$ cat src/rtl/draw_arbiter.sv
// Pixel-port arbiter: grants one drawing source at a time, forwards its pixels
// to the VGA adapter with one cycle of latency, and generates the frame tick.
module draw_arbiter #(
  parameter int N_SRC      = 3,
  parameter int X_W        = 8,
  parameter int Y_W        = 8,
  parameter int COL_W      = 3,
  parameter int MODE       = 0,
  parameter int FRAME_DIV  = 833333,
  parameter int FRAME_SYNC = 0
) (
  input  logic                   clk,
  input  logic                   rst,
  input  logic [N_SRC-1:0]       src_req,
  input  logic [N_SRC-1:0]       src_valid,
  input  logic [N_SRC-1:0]       src_last,
  input  logic [N_SRC*X_W-1:0]   src_x,
  input  logic [N_SRC*Y_W-1:0]   src_y,
  input  logic [N_SRC*COL_W-1:0] src_colour,
  output logic [N_SRC-1:0]       gnt,
  output logic [X_W-1:0]         x,
  output logic [Y_W-1:0]         y,
  output logic [COL_W-1:0]       colour,
  output logic                   plot,
  output logic                   frame_tick,
  output logic                   busy
);

  // state | meaning
  // IDLE  | no owner; arbitrate when eligible
  // GRANT | gnt one-hot, grantee's pixels forwarded
  // GAP   | one dead cycle after a burst ends
  typedef enum logic [1:0] {IDLE, GRANT, GAP} state_t;

  localparam int IDX_W = $clog2(N_SRC);
  localparam int CNT_W = (FRAME_DIV > 1) ? $clog2(FRAME_DIV) : 1;
  localparam logic [CNT_W-1:0] CNT_RELOAD = CNT_W'(FRAME_DIV - 1);
  localparam logic [IDX_W-1:0] IDX_LAST   = IDX_W'(N_SRC - 1);

  state_t             state_q, state_d;
  logic [IDX_W-1:0]   gnt_idx_q, rr_ptr_q, win;
  logic [CNT_W-1:0]   cnt_q;
  logic               pending_q;
  logic               eligible, g_plot, g_end;
  logic [N_SRC-1:0]   gnt_d;
  logic               plot_d;
  logic [X_W-1:0]     x_d;
  logic [Y_W-1:0]     y_d;
  logic [COL_W-1:0]   col_d;

  logic [X_W-1:0]   x_arr   [N_SRC];
  logic [Y_W-1:0]   y_arr   [N_SRC];
  logic [COL_W-1:0] col_arr [N_SRC];

  for (genvar i = 0; i < N_SRC; i++) begin : g_unpack
    assign x_arr[i]   = src_x[i*X_W +: X_W];
    assign y_arr[i]   = src_y[i*Y_W +: Y_W];
    assign col_arr[i] = src_colour[i*COL_W +: COL_W];
  end

  // First requester strictly after ptr, wrapping; ptr = N_SRC-1 gives fixed priority.
  function automatic logic [IDX_W-1:0] pick(input logic [N_SRC-1:0] req,
                                            input logic [IDX_W-1:0] ptr);
    logic [IDX_W-1:0] w;
    logic             f;
    int               idx;
    w   = '0;
    f   = 1'b0;
    idx = 0;
    for (int k = 1; k <= N_SRC; k++) begin
      idx = (int'(ptr) + k) % N_SRC;
      if (!f && req[idx]) begin
        f = 1'b1;
        w = idx[IDX_W-1:0];
      end
    end
    return w;
  endfunction

  assign eligible = (|src_req) && ((FRAME_SYNC == 0) || pending_q);
  assign win      = pick(src_req, (MODE == 1) ? rr_ptr_q : IDX_LAST);
  assign g_end    = (src_valid[gnt_idx_q] && src_last[gnt_idx_q]) || !src_req[gnt_idx_q];
  // A dropped request aborts without plotting unless the pixel is also the last one.
  assign g_plot   = (state_q == GRANT) && src_valid[gnt_idx_q]
                    && (src_req[gnt_idx_q] || src_last[gnt_idx_q]);
  assign busy     = (state_q != IDLE);

  always_ff @(posedge clk or negedge rst) begin
    if (!rst) begin
      state_q   <= IDLE;
      gnt_idx_q <= '0;
      rr_ptr_q  <= IDX_LAST;
      gnt       <= '0;
      plot      <= 1'b0;
      x         <= '0;
      y         <= '0;
      colour    <= '0;
    end else begin
      state_q <= state_d;
      if (state_q == IDLE && eligible) begin
        gnt_idx_q <= win;
        rr_ptr_q  <= win;
      end
      gnt    <= gnt_d;
      plot   <= plot_d;
      x      <= x_d;
      y      <= y_d;
      colour <= col_d;
    end
  end

  always_comb begin
    state_d = state_q;
    case (state_q)
      IDLE:    if (eligible) state_d = GRANT;
      GRANT:   if (g_end) state_d = GAP;
      GAP:     state_d = IDLE;
      default: state_d = IDLE;
    endcase
  end

  always_comb begin
    gnt_d  = '0;
    plot_d = 1'b0;
    x_d    = x;
    y_d    = y;
    col_d  = colour;
    if (state_q == IDLE && eligible) gnt_d = N_SRC'(1) << win;
    if (state_q == GRANT) begin
      if (!g_end) gnt_d = gnt;
      if (g_plot) begin
        plot_d = 1'b1;
        x_d    = x_arr[gnt_idx_q];
        y_d    = y_arr[gnt_idx_q];
        col_d  = col_arr[gnt_idx_q];
      end
    end
  end

  always_ff @(posedge clk or negedge rst) begin
    if (!rst) begin
      cnt_q      <= CNT_RELOAD;
      frame_tick <= 1'b0;
      pending_q  <= 1'b0;
    end else begin
      if (cnt_q == '0) begin
        cnt_q      <= CNT_RELOAD;
        frame_tick <= 1'b1;
      end else begin
        cnt_q      <= cnt_q - CNT_W'(1);
        frame_tick <= 1'b0;
      end
      if (FRAME_SYNC == 0)
        pending_q <= 1'b0;
      else if (frame_tick)
        pending_q <= 1'b1;
      else if (state_q == IDLE && !(|src_req))
        pending_q <= 1'b0;
    end
  end

endmodule
$ cat config.mk
export PLATFORM = sky130hd
export DESIGN_NAME = draw_arbiter
export DESIGN_NICKNAME = d
export VERILOG_FILES = /design/src/rtl/draw_arbiter.sv
export SDC_FILE = /design/constraint.sdc
export NUM_CORES = 1
export LEC_CHECK = 0
export ABC_AREA = 1
export CAP_MARGIN = 10
export CORE_ASPECT_RATIO = 0.8
export CORE_MARGIN = 1
export CORE_UTILIZATION = 45
export DETAILED_ROUTE_END_ITERATION = 12
export PLACE_DENSITY_LB_ADDON = 0.2
export SYNTH_ARGS = -nofsm -noshare
export SYNTH_HDL_FRONTEND = slang
export SYNTH_SLANG_ARGS = --single-unit
$ cat constraint.sdc
create_clock -name clk -period 1.72 [get_ports clk]
set_input_delay 0.344 -clock clk [delete_from_list [all_inputs] [get_ports clk]]
set_output_delay 0.344 -clock clk [all_outputs]
set_load 0.01 [all_outputs]
Word-level counts from Yosys, hierarchy flattened. Index checks and enable logic that the tools add are counted. Widths: inputs -> output; s select.

Register bits after elaboration: 48. Bits of input ports: 68. Output and inout bits: 25. Word-level logic and storage cells: 63.

$add $sub $neg: 1. Order comparisons: 2. Equality and inequality tests: 3. Shift-type cells: 1. Multiplexer cells: 29. Bitwise logic cells: 1. Reductions and logical operators: 17.

Operators by type and width (number): $bmux 8 s2 (2); $mux 8 (4); $logic_not 20->1 (1); $mux 20 (1); $sub 20x1->20 const B (1); $mux 3 (5); $mux 1 (9); $bmux 1 s2 (3); $bmux 3 s2 (1); $logic_and 1x1->1 (6); $mux 2 (3); $ne 2x2->1 const B (2); $pmux 2 s2 (1); $reduce_and 2->1 (2); $ge 3x3->1 const B (1); $logic_not 1->1 (3); $lt 2x3->1 const B (1); $not 2->3 (1); $reduce_or 3->1 (1); $shl 1x2->3 const A (1); $eq 2x1->1 const B (1); $logic_not 2->1 (1); $logic_or 1x1->1 (2); $reduce_bool 2->1 (1).

Longest topological paths before layout.
Word-level depth: 11. Gate-level depth with buffers: 9. Gate-level depth less buffers: 9.

Worst setup path after synthesis. Ideal clock, no wire load.

Kind: register -> register. Start: register gnt_idx_q[0]. End: register x[1]. Library setup time: 0.065 ns. Arrival time: 1.252 ns. Data required time: 1.655 ns. Setup slack: 0.403 ns. Stages on the path, launching flop included: 9. Path buffers: 3. Period minus slack after synthesis: 1.317 ns. Path through: dfrtp_1 buf_2 nand2_2 nand3_2 a21oi_2 buf_6 buf_12 nand3_2 nand2_1.

Cells in the longest elaborated chain, start to end: 5. Elaborated cells on any way between the ends: 14. Those cells by class: mux: 9; bitwise: 1; reduce/logical: 4.

Ends and longest elaborated chain: start: declaration (line 41) `logic [IDX_W-1:0] gnt_idx_q, rr_ptr_q, win;`; start signal: assignment (line 101) `gnt_idx_q <= win;`; $bmux 1 s2 (on tied branches) (line 84, 85); $mux 1 (on tied branches) (line 84, 85); $logic_and 1x1->1 / $logic_or 1x1->1 (equally long branches) (line 84, 85); $logic_and 1x1->1 (line 85) `&& (src_req[gnt_idx_q] || src_last[gnt_idx_q]);`; $reduce_and 2->1 (no source line); end signal: assignment (line 95) `x <= '0;`; end signal: assignment (line 106) `x <= x_d;`; end: declaration (line 21) `output logic [X_W-1:0] x,`.

Several ways; a longest one is shown, not always the timed one. The select of a mux whose other input is x is not followed. A chain may end at the register's enable or synchronous reset.

Worst setup path in the final report.
Start: register colour[2]. End: output port colour[2].

RTL lines: start: declaration (line 23) `output logic [COL_W-1:0] colour,`; start signal: assignment (line 108) `colour <= col_d;`.

No word-level cell between the ends.

==> summary.txt <==
Run status
  • Status: completed

Synth
  • XOR/XNOR share of the synthesized area: 0.937%
  • Synth Instances: 388
  • Synthesized area per cell: 7.23 um2
  • Register bit total from synthesis: 48
  • Synth Flop Type: dfrtp_1
  • Mux contribution to synthesized area: 0%
  • Largest family of logic cells by synthesized area: simple AND/OR/NAND/NOR gates
  • Synthesized area: 0.00281 mm2
  • Synthesis Warnings: 0
  • Post-synth ARST share: 100%
  • Synth cell types: 28
  • Number of synthesized flops with an enable pin: 0
  • Adder-Cell Fraction of Synth Area: 0.892%
  • Post-Synth Simple-Gate Area: 37.0%
  • Seq/Total Area, Yosys: 43.3%
  • Complex-gate fraction of the synthesized area: 9.68%
  • Synthesized Nets: 458

Setup path
  • CP peak stage delay: 0.55 ns
  • Flop2flop setup slack: 0.19 ns
  • Critical path endpoint category: primary output
  • Critical Path AT: 1.24 ns
  • Worst path bufs/invs: 1
  • Critical Path RT: 1.38 ns
  • CP Class: reg2out
  • CP Cell Sequence: clkdlybuf4s50_1
  • Startpoint types: register
  • CP Max Fanout: 2
  • Slowest cell on crit path: clkdlybuf4s50_1
  • CP delay by family, top: buffers and inverters

Finish
  • Non-filler cells, final: 569
  • P&R area growth vs syn: 41.2%
  • Antenna diodes: 0
  • Fillers: 529
  • Cell area after layout: 0.00396 mm2
  • Share of post-route cells with drive strength above 1: 11.3%
  • Nets: 557

STA
  • Final hold violations: 0
  • Worst Skew: 0.00859 ns
  • Max-slew headroom: 67.8%
  • Max Slew Vio Count: 0
  • Final Worst Setup Slack: 0.139 ns
  • Maximum clock frequency: 632 MHz
  • RSZ-0062 raised after global routing: false
  • Setup violations, final: 0
  • Min Clock Period, post-route: 1.58 ns
  • TNS Setup: 0 ns
  • Period utilization: 91.9%
  • Worst Tran Pin Value: 0.483 ns

Floorplan
  • I/O pin cnt: 93
  • Row Count: 25
  • Initial Util: 47.0%
  • Die footprint: 0.00656 mm2
  • Die H: 72.6 um
  • DIE WIDTH: 90.3 um
  • Core Area: 0.00597 mm2

Clock tree
  • Clock Sinks: 48
  • H-tree level count: 2
  • CTS buffer count: 5
  • Clock root buffer: clkbuf_8
  • CTS tree: done
  • Hold-fix buffers at CTS: 0
  • Deepest clock path buffer count: 2
  • Clk_lat worst skew: 0.29 ns
  • Clock transition at path regs: 0.08 ns

Worst hold path
  • Hold WC Path Type: in2async

Routing
  • ANT nets after route: 0
  • DR vias/cell: 4.93
  • First-pass DRT Iterations: 4
  • DR DRC count: 0
  • WL/cell: 12.4 um
  • WL final: 7.06 mm
  • Initial DRC count: 134
  • Vias: 2806

Place
  • IO Port Bufs: 92
  • Setup Slack @ Placement: 0.0245 ns
  • DPL Wire Length: 5.54 mm
  • Cells after DPL: 561
  • Cell area after placement: 0.00387 mm2
  • Placer Congestion: 0.870

Power
  • Max IR drop VDD: 0.675 mV
  • Power per cell area: 1210 mW/mm2
  • Lkg Pwr: 1.88 nW

GRT
  • First-pass GRT wire length: 12.3 mm
  • Overall routing resource usage: 23.2%
  • Overflow after GRT: 0
  • Pin count of the biggest net entering global routing: 30
  • Vias in the first global route: 2825
  • Antenna violations before repair: 0

Run
  • Max_cap viols: 0
[synth_stat cells, types with 4 or more instances]
cell type,instances,area share [%]
nand2_1,96,13
nor2_1,64,8.6
nand3_1,53,9.5
dfrtp_1,37,33
o21ai_0,36,6.4
inv_1,31,4.1
dfstp_2,11,10
nand3_2,11,3.9
buf_2,8,1.4
o21ai_1,8,1.4
clkbuf_1,5,0.67
a21oi_1,4,0.71
nand4_1,4,0.89
[power by group]
| part | switching (mW) | internal (mW) | total (mW) |
|---|---|---|---|
| Clock | 0.341 | 0.328 | 0.670 |
| Combinational | 1.38 | 1.17 | 2.55 |
| Sequential | 0.174 | 1.41 | 1.59 |
| Total | 1.90 | 2.91 | 4.81 |
[cells in the final DEF (no fill, tap or decap), types with 4 or more instances in the layout]
cell,n
nand2_1,96
buf_4,15
nor2_2,4
o21ai_1,8
nand3_2,11
clkbuf_8,6
nand3_1,53
nor2_1,62
a21oi_1,4
inv_1,31
nand4_1,4
o21ai_0,36
clkdlybuf4s50_1,90
dfrtp_1,37
dfstp_2,11
[metal layers]
metal  routed length, um  share of wire [%]  GRT usage (%)
met3                 350                5.0           5.42
met4                  44               0.62           3.58
met5                   0                  0              0
met1                3270                 46           30.1
met2                3390                 48           40.6
[flip-flops by register name, indices dropped and copies added (netlist names)]
name,cells
y,8
state_q,2
gnt,3
plot,1
colour,3
x,8
gnt_idx_q,2
frame_tick,1
cnt_q,20
[kinds of logic (layout without fill, tap and decap cells)]
kind of cell             after synthesis  count (layout)
XOR/XNOR                               3               3
AO/OA/AOI/OAI                         52              52
adder cells (fa/ha/maj)                2               2
flip-flops                            48              48
buffers and inverters                 49             149
AND/OR/NAND/NOR                      234             234
[metrics by stage]
step / total power [mW] / util (%) / hold WS (ns)
CTS: 4.86 / 66.2 / 0.0201
global placement: 4.11 / 64.7 / 0.325
finish: 4.81 / 66.3 / 0.00464
global route: 5.21 / 66.3 / 0.0441
detailed placement: 4.17 / 64.7 / 0.343
floorplan: 3.08 / - / 0.0484
[layout make-up]
class	count	area (um2)	share of cell area, %
Multi-Input combinational cell	291	1370	34.5
Sequential cell	48	1210	30.7
Clock buffer	8	90.1	2.27
Inverter	32	120	3.03
Timing Repair Buffer	109	1070	27.0
Tap cell	81	101	2.56
[what timing repair did]
action,in CTS,in global routing
setup buffers,0,0
gates resized for setup,2,1
cloned,0,0
endpoints found under the hold margin,0,0
pin swaps,0,0
endpoints found under the setup margin,1,1
[path summary, 6_finish.rpt]
| path | from | endpoint | cells past startpoint |
|---|---|---|---|
| max in group asynchronous | rst | cnt_q[2]$_DFF_PN1_ | 2 |
| worst min-delay path | rst | gnt_idx_q[0]$_DFFE_PN0P_ | 1 |
| worst max-delay path | colour[2]$_DFFE_PN0P_ | colour[2] | 1 |
| min in group clk | y[6]$_DFFE_PN0P_ | y[6]$_DFFE_PN0P_ | 2 |
| worst max register to register | cnt_q[1]$_DFF_PN0_ | cnt_q[18]$_DFF_PN1_ | 9 |
| worst min register to register | y[6]$_DFFE_PN0P_ | y[6]$_DFFE_PN0P_ | 2 |
(Power assumes the default switching activity.)
